## src/rtl/core_wb_arbiter.sv

```systemverilog
// Writeback port arbiter: LSU (buffered/bypass) > round-robin{MDU, EXU}.
// Optional counters: define WB_PERF_CNT_EN for perf_wb_cnt/perf_conflict_cnt.
`ifndef CORE_XLEN
`define CORE_XLEN 32
`endif

module core_wb_arbiter #(
    parameter int XLEN          = `CORE_XLEN,
    parameter int LSU_BUF_DEPTH = 2
) (
    input  logic            clk,
    input  logic            rst_n,
    input  logic            wb_hold,
    input  logic            lsu_resp_valid,
    input  logic [4:0]      lsu_resp_rd,
    input  logic [XLEN-1:0] lsu_resp_data,
    output logic            lsu_buf_full,
    input  logic            mdu_valid,
    output logic            mdu_ready,
    input  logic [4:0]      mdu_rd,
    input  logic [XLEN-1:0] mdu_data,
    input  logic            exu_valid,
    output logic            exu_ready,
    input  logic [4:0]      exu_rd,
    input  logic [XLEN-1:0] exu_data,
    output logic            wb_en,
    output logic [4:0]      wb_rd,
    output logic [XLEN-1:0] wb_data,
    output logic            wb_commit,
`ifdef WB_PERF_CNT_EN
    output logic [63:0]     perf_wb_cnt,
    output logic [63:0]     perf_conflict_cnt,
`endif
    output logic            wb_ovf_err
);

    localparam int PW = $clog2(LSU_BUF_DEPTH);
    localparam int CW = PW + 1;

    logic [4:0]      buf_rd   [LSU_BUF_DEPTH];
    logic [XLEN-1:0] buf_data [LSU_BUF_DEPTH];
    logic [PW-1:0]   wr_ptr, rd_ptr;
    logic [CW-1:0]   count;
    logic            rr;

    logic            buf_empty, lsu_pend, lsu_grant;
    logic            enq_req, enq, deq, ovf, arb_ok, any_grant;
    logic [4:0]      sel_rd;
    logic [XLEN-1:0] sel_data;

    assign buf_empty    = (count == '0);
    assign lsu_buf_full = (count == CW'(LSU_BUF_DEPTH));
    assign lsu_pend     = !buf_empty || lsu_resp_valid;
    assign lsu_grant    = !wb_hold && lsu_pend;
    assign deq          = lsu_grant && !buf_empty;

    // A response is buffered unless it goes straight out via the bypass.
    assign enq_req = lsu_resp_valid && !(lsu_grant && buf_empty);
    assign enq     = enq_req && (!lsu_buf_full || deq);
    assign ovf     = enq_req && lsu_buf_full && !deq;

    assign arb_ok    = !wb_hold && !lsu_pend;
    assign mdu_ready = arb_ok && mdu_valid && (!exu_valid || !rr);
    assign exu_ready = arb_ok && exu_valid && (!mdu_valid || rr);
    assign any_grant = lsu_grant || mdu_ready || exu_ready;

    always_comb begin
        sel_rd   = '0;
        sel_data = '0;
        if (lsu_grant && buf_empty) begin
            sel_rd   = lsu_resp_rd;
            sel_data = lsu_resp_data;
        end else if (lsu_grant) begin
            sel_rd   = buf_rd[rd_ptr];
            sel_data = buf_data[rd_ptr];
        end else if (mdu_ready) begin
            sel_rd   = mdu_rd;
            sel_data = mdu_data;
        end else if (exu_ready) begin
            sel_rd   = exu_rd;
            sel_data = exu_data;
        end
    end

    always_ff @(posedge clk) begin
        if (enq) begin
            buf_rd[wr_ptr]   <= lsu_resp_rd;
            buf_data[wr_ptr] <= lsu_resp_data;
        end
    end

    always_ff @(posedge clk or negedge rst_n) begin
        if (!rst_n) begin
            wr_ptr     <= '0;
            rd_ptr     <= '0;
            count      <= '0;
            rr         <= 1'b0;
            wb_ovf_err <= 1'b0;
        end else begin
            if (enq) wr_ptr <= wr_ptr + 1'b1;
            if (deq) rd_ptr <= rd_ptr + 1'b1;
            count <= count + CW'(enq) - CW'(deq);
            if (ovf) wb_ovf_err <= 1'b1;
            if (mdu_ready && exu_valid) rr <= 1'b1;
            else if (exu_ready && mdu_valid) rr <= 1'b0;
        end
    end

    always_ff @(posedge clk or negedge rst_n) begin
        if (!rst_n) begin
            wb_en     <= 1'b0;
            wb_commit <= 1'b0;
            wb_rd     <= '0;
            wb_data   <= '0;
        end else begin
            wb_commit <= any_grant;
            wb_en     <= any_grant && (sel_rd != 5'd0);
            if (any_grant) begin
                wb_rd   <= sel_rd;
                wb_data <= sel_data;
            end
        end
    end

`ifdef WB_PERF_CNT_EN
    logic [1:0] nsrc;
    assign nsrc = 2'(lsu_pend) + 2'(mdu_valid) + 2'(exu_valid);

    always_ff @(posedge clk or negedge rst_n) begin
        if (!rst_n) begin
            perf_wb_cnt       <= '0;
            perf_conflict_cnt <= '0;
        end else begin
            if (wb_commit) perf_wb_cnt <= perf_wb_cnt + 64'd1;
            if (!wb_hold && nsrc >= 2'd2)
                perf_conflict_cnt <= perf_conflict_cnt + 64'd1;
        end
    end
`endif

endmodule

```

## config.mk

```make
export PLATFORM = sky130hd
export DESIGN_NAME = core_wb_arbiter
export DESIGN_NICKNAME = d
export VERILOG_FILES = /design/src/rtl/core_wb_arbiter.sv
export SDC_FILE = /design/constraint.sdc
export NUM_CORES = 1
export LEC_CHECK = 0
export BUFFER_PORTS_ARGS = -buffer_cell sky130_fd_sc_hd__buf_2
export CORE_MARGIN = 3
export CORE_UTILIZATION = 30
export CTS_CLUSTER_DIAMETER = 120
export CTS_CLUSTER_SIZE = 25
export DETAILED_ROUTE_END_ITERATION = 8
export PLACE_DENSITY = 0.54
export SLEW_MARGIN = 15
export SYNTH_ARGS = -nofsm -noshare
export SYNTH_HDL_FRONTEND = slang
export SYNTH_SLANG_ARGS = --single-unit
```

## constraint.sdc

```tcl
create_clock -name clk -period 4.8 [get_ports clk]
set_input_delay 0.48 -clock clk [delete_from_list [all_inputs] [get_ports clk]]
set_output_delay 0.48 -clock clk [all_outputs]
set_load 0.05 [all_outputs]
```

**Word level (Yosys, flattened, before mapping)**

Memories as Yosys holds them, arrays and structs flattened.
Cells that the tools add are included.
W data, S select, Z words.

- Memories kept: 2
- Memory bits (read-only): 0
- Latch bits: 0
- RAM bits: 74
- Output and inout port bits: 43
- Input port bits: 117
- Bits in registers: 45
- Word-level logic and storage cells: 61

- Equality and inequality tests: 1
- Bitwise operators: 0
- $mul: 0
- Reductions and logical operators: 33
- Shifts and indexed selects: 0
- Muxes and demuxes: 12
- Divide/modulo/power cells: 0
- Magnitude comparators: 0
- $add $sub $neg: 4

Memory list:

| name | words | width | rd ports | clocked after Yosys merged registers in | wr ports | RTL line | source |
|---|---|---|---|---|---|---|---|
| buf_data | 2 | 32 | 1 | 0 | 1 | 41 | `logic [XLEN-1:0] buf_data [LSU_BUF_DEPTH];` |
| buf_rd | 2 | 5 | 1 | 0 | 1 | 40 | `logic [4:0] buf_rd [LSU_BUF_DEPTH];` |

Operators by type and width:

| operator | number |
|---|---|
| $mux W32 | 4 |
| $mux W5 | 4 |
| $logic_and A1 B1 Y1 | 15 |
| $logic_not A1 Y1 | 9 |
| $logic_or A1 B1 Y1 | 6 |
| $reduce_bool A5 Y1 | 1 |
| $mux W1 | 4 |
| $add A1 B1 Y1 const B | 2 |
| $add A2 B1 Y2 | 1 |
| $eq A2 B2 Y1 const B | 1 |
| $logic_not A2 Y1 | 1 |
| $reduce_bool A2 Y1 | 1 |
| $sub A2 B1 Y2 | 1 |

**Depth between registers and ports, before layout**

- Depth in word-level cells: 13
- Gate-level depth with buffers: 9
- Mapped depth without buffers: 6

**Least setup slack after synthesis**

Ideal clock, no wire load.

- Kind: in2reg
- Start point: input port wb_hold
- End point: memory buf_data[0][0] (netlist name), enable pin
- Buffers on the path: 1
- Arrival: 2.496 ns
- Stages on the path: 4
- Setup time: 0.431 ns
- Slack: 1.872 ns
- Required time: 4.369 ns
- Path through: buf_6 xor2_1 o21ai_0 nor2_1

- Longest elaborated chain between the ends: 8
- Elaborated cells between the ends (all ways): 10
- Those cells by class: 2 x mux; 8 x reduce/logical

RTL lines:

| element | RTL line | source |
|---|---|---|
| from (decl) | 13 | `input logic wb_hold,` |
| $logic_not A1 Y1 * | 54 | `assign lsu_grant = !wb_hold && lsu_pend;` |
| $logic_and A1 B1 Y1 * | 54 |  |
| $logic_and A1 B1 Y1 | 58 | `assign enq_req = lsu_resp_valid && !(lsu_grant && buf_empty);` |
| $logic_not A1 Y1 | 58 |  |
| $logic_and A1 B1 Y1 | 58 |  |
| $logic_and A1 B1 Y1 * | 59 | `assign enq = enq_req && (!lsu_buf_full \|\| deq);` |
| $mux W1 * | 86 | `if (enq) begin` |
| $mux W1 (implied by the code) * | 88 | `buf_data[wr_ptr] <= lsu_resp_data;` |
| to (decl) | 41 |  |

Mark *: on every way between the ends. The rest lies on a longest branch, timed or not.

**Worst setup path after layout**

- Start point: register count[1]
- End point: output port exu_ready

- Longest elaborated chain between the ends: 7

RTL lines:

| element | RTL line | source |
|---|---|---|
| from (decl) | 43 | `logic [CW-1:0] count;` |
| from (signal assigned) | 102 | `count <= count + CW'(enq) - CW'(deq);` |
| $logic_not A2 Y1 | 51 | `assign buf_empty = (count == '0);` |
| $logic_not A1 Y1 | 53 | `assign lsu_pend = !buf_empty \|\| lsu_resp_valid;` |
| $logic_or A1 B1 Y1 | 53 |  |
| $logic_not A1 Y1 | 62 | `assign arb_ok = !wb_hold && !lsu_pend;` |
| $logic_and A1 B1 Y1 | 62 |  |
| $logic_and A1 B1 Y1 (2 in a row) | 64 | `assign exu_ready = arb_ok && exu_valid && (!mdu_valid \|\| rr);` |
| to (decl) | 23 | `output logic exu_ready,` |

No other way between the ends.

==> impl_metrics.toml <==
[sta]
relSlewSlack = 0.416
rsz0062_at_grt = "false"
skew_ns = 0.0100
tns_ns = 0
finalCritPeriodShare = 0.582
worstMarginPinSlew_ns = 0.867
finalSetupViolCount = 0
post-route-min-period_ns = 2.80
maxSlewViolCount = 0
max_freq_mhz = 358
setup_ws_ns = 2.00
hold_viol_final = 0

[setup_path]
r2r-start = "count[1]"
crit_slowest_cell = "dfrtp_1"
critPathLaunchType = "register"
cp_top_family = "buffers and inverters"
cp_data_arrival_time_ns = 2.32
path_cells = "nor4_2 > and3_2 > buf_4 > buf_2"
critical_path_class = "register to primary output"
cp.required_ns = 4.32
reg2reg_slack_ns = 2.05
cp_max_fo = 37
crit_buf_inv = 2
cp-end-kind = "primary output"
r2r-end = "wb_data[28]"
slowest_delay_ns = 0.52
reg2reg_depth = 7

[power_and_ir_drop]
peakVddDrop_mv = 0.356
cellPowerDensity_nw_per_um2 = 687
p_total_uw = 4760
p_leak_uw = 0.00284

[global_routing]
gr-total-overflow = 0
grt_pass1_wl_mm = 22.0
grt_max_degree = 46
grt_usage = 0.146
grt_pass1_vias = 4180
grt_antenna_before_repair = 1

[cts]
cts_setup_buffers = 0
ctsResizeCount = 0
numCtsBuffers = 17
htree_levels = 4
cts_tree = "yes"
insertion_delay_ns = 0.41
cts_hold_buf = 0
cts_buffer_depth = 2
cts-root-buf = "clkbuf_16"
path_clk_slew_ns = 0.05
cts.sinks = 119

[yosys]
async_flop_share = 0.378
synthTopCellsByArea = "edfxtp_1 42%, dfrtp_1 21%, mux2i_1 7.1%, a221oi_1 4.9%, a21oi_2 3.6%"
synth_nets = 517
ys_seq_area_frac = 0.626
synth-edff-count = 74
synthTopCellsByCount = "74 x edfxtp_1, 45 x dfrtp_1, 39 x nand2_1"
ys_dominant_reg_cell = "edfxtp_1"
yosysMostFrequentCell = "edfxtp_1"
ys_seq_elements = 119
yosysTopAreaCellShare = 0.416
yosys_warnings = 0
avgSynthCellArea_um2 = 13.4
ys_types = 45
synthCells = 399
synth_top_area_cell = "edfxtp_1"
netlist_area_um2 = 5350

[drt]
drtIter0Drc = 171
drt-wirelength-per-cell_um = 17.6
firstDrtPassIters = 4
antenna_left = 0
drt_drc_violations_left = 0
routed_wl_mm = 13.9
vias = 3803
viasPerCell = 4.80

[finish]
area_growth_pct = 29.5
fillers = 1694
fin_util = 0.399
drive_gt1_frac = 0.441
antenna_cells = 0
nets = 672

[run]
maxCapViolations = 0

[die]
io_pins = 160
core_um2 = 17400
die-area_um2 = 19500
start_util = 0.308
die_y_um = 139
rows = 48
die_x_um = 139

[placement]
port_buffers = 159
dp.final_hpwl_mm = 9.31
place.gp.congestion = 0.705
pre_cts_slack_ns = 1.81

[worst_hold_path]
min_path_type = "primary input to async pin"

[run_status]
status = "finished clean"
[per-layer routing]
metal  global-route usage  vias to the layer above  share of wire
li1                     -                     1836              -
met1                0.168                     1818           0.41
met2                0.254                      130           0.51
met3               0.0478                       17          0.067
met4               0.0499                        2          0.013
met5                    0                        -        0.00093
[power breakdown]
part | internal, uW | switching [uW]
clock | 839 | 430
sequential | 1450 | 218
combinational | 564 | 1250
[logic make-up (layout without fill, tap and decap cells)]
| logic type | Yosys count | in the layout | share of synthesized area |
|---|---|---|---|
| DFF | 119 | 119 | 0.626 |
| buffers and inverters | 33 | 201 | 0.0445 |
| and+or+nand+nor | 89 | 89 | 0.0866 |
| muxes | 38 | 38 | 0.0712 |
| xor gates and xnor gates | 6 | 6 | 0.00983 |
| AOI/OAI and AO/OA | 113 | 113 | 0.159 |
| adders and majority gates | 1 | 1 | 0.00234 |
[registers in the layout, indices dropped and copies added (netlist names)]
| register | flops |
|---|---|
| buf_data | 64 |
| wb_data | 32 |
| buf_rd | 10 |
| wb_rd | 5 |
| count | 2 |
| rd_ptr | 1 |
| rr | 1 |
| wb_commit | 1 |
| wb_en | 1 |
| wb_ovf_err | 1 |
| wr_ptr | 1 |
[worst max path at each step]
stage	from	end	cells past startpoint
after CTS	count[1]	exu_ready	4
after global routing	count[1]	wb_data[31]	7
final	count[1]	exu_ready	4
after detailed placement	wb_hold	wb_data[28]	8
after floorplan	wb_hold	buf_data[0][0]	4
after global placement	wb_hold	wb_data[31]	8
[layout by cell type, fill, tap and decap left out, drive strengths merged, types with 4 or more instances in the layout]
cell / netlist / routed
a211oi: 8 / 8
a21o: 4 / 4
a21oi: 23 / 23
a221oi: 30 / 30
buf: 26 / 166
clkbuf: 4 / 26
clkinv: 0 / 4
dfrtp: 45 / 45
edfxtp: 74 / 74
mux2i: 38 / 38
nand2: 39 / 39
nand3: 4 / 4
nor2: 35 / 35
o21ai: 31 / 31
xnor2: 5 / 5
[layout make-up]
| cell class | count | area (um2) | share of cell area |
|---|---|---|---|
| tap | 225 | 282 | 0.0407 |
| clock inverter | 6 | 57.6 | 0.00831 |
| sequential | 119 | 3350 | 0.484 |
| clock buffer | 26 | 552 | 0.0797 |
| timing repair buffer | 166 | 888 | 0.128 |
| inverter | 3 | 16.3 | 0.00235 |
| multi-input combinational | 247 | 1780 | 0.257 |
[stage by stage]
stage               hold slack, ns  cell area, um2  cells
floorplan                    0.184            5350    399
global placement             0.467            6260    758
detailed placement           0.454            6260    758
CTS                          0.195            6870    790
global route                 0.234            6920    792
finish                       0.182            6920    792
Power figures use the tool's default switching activity.
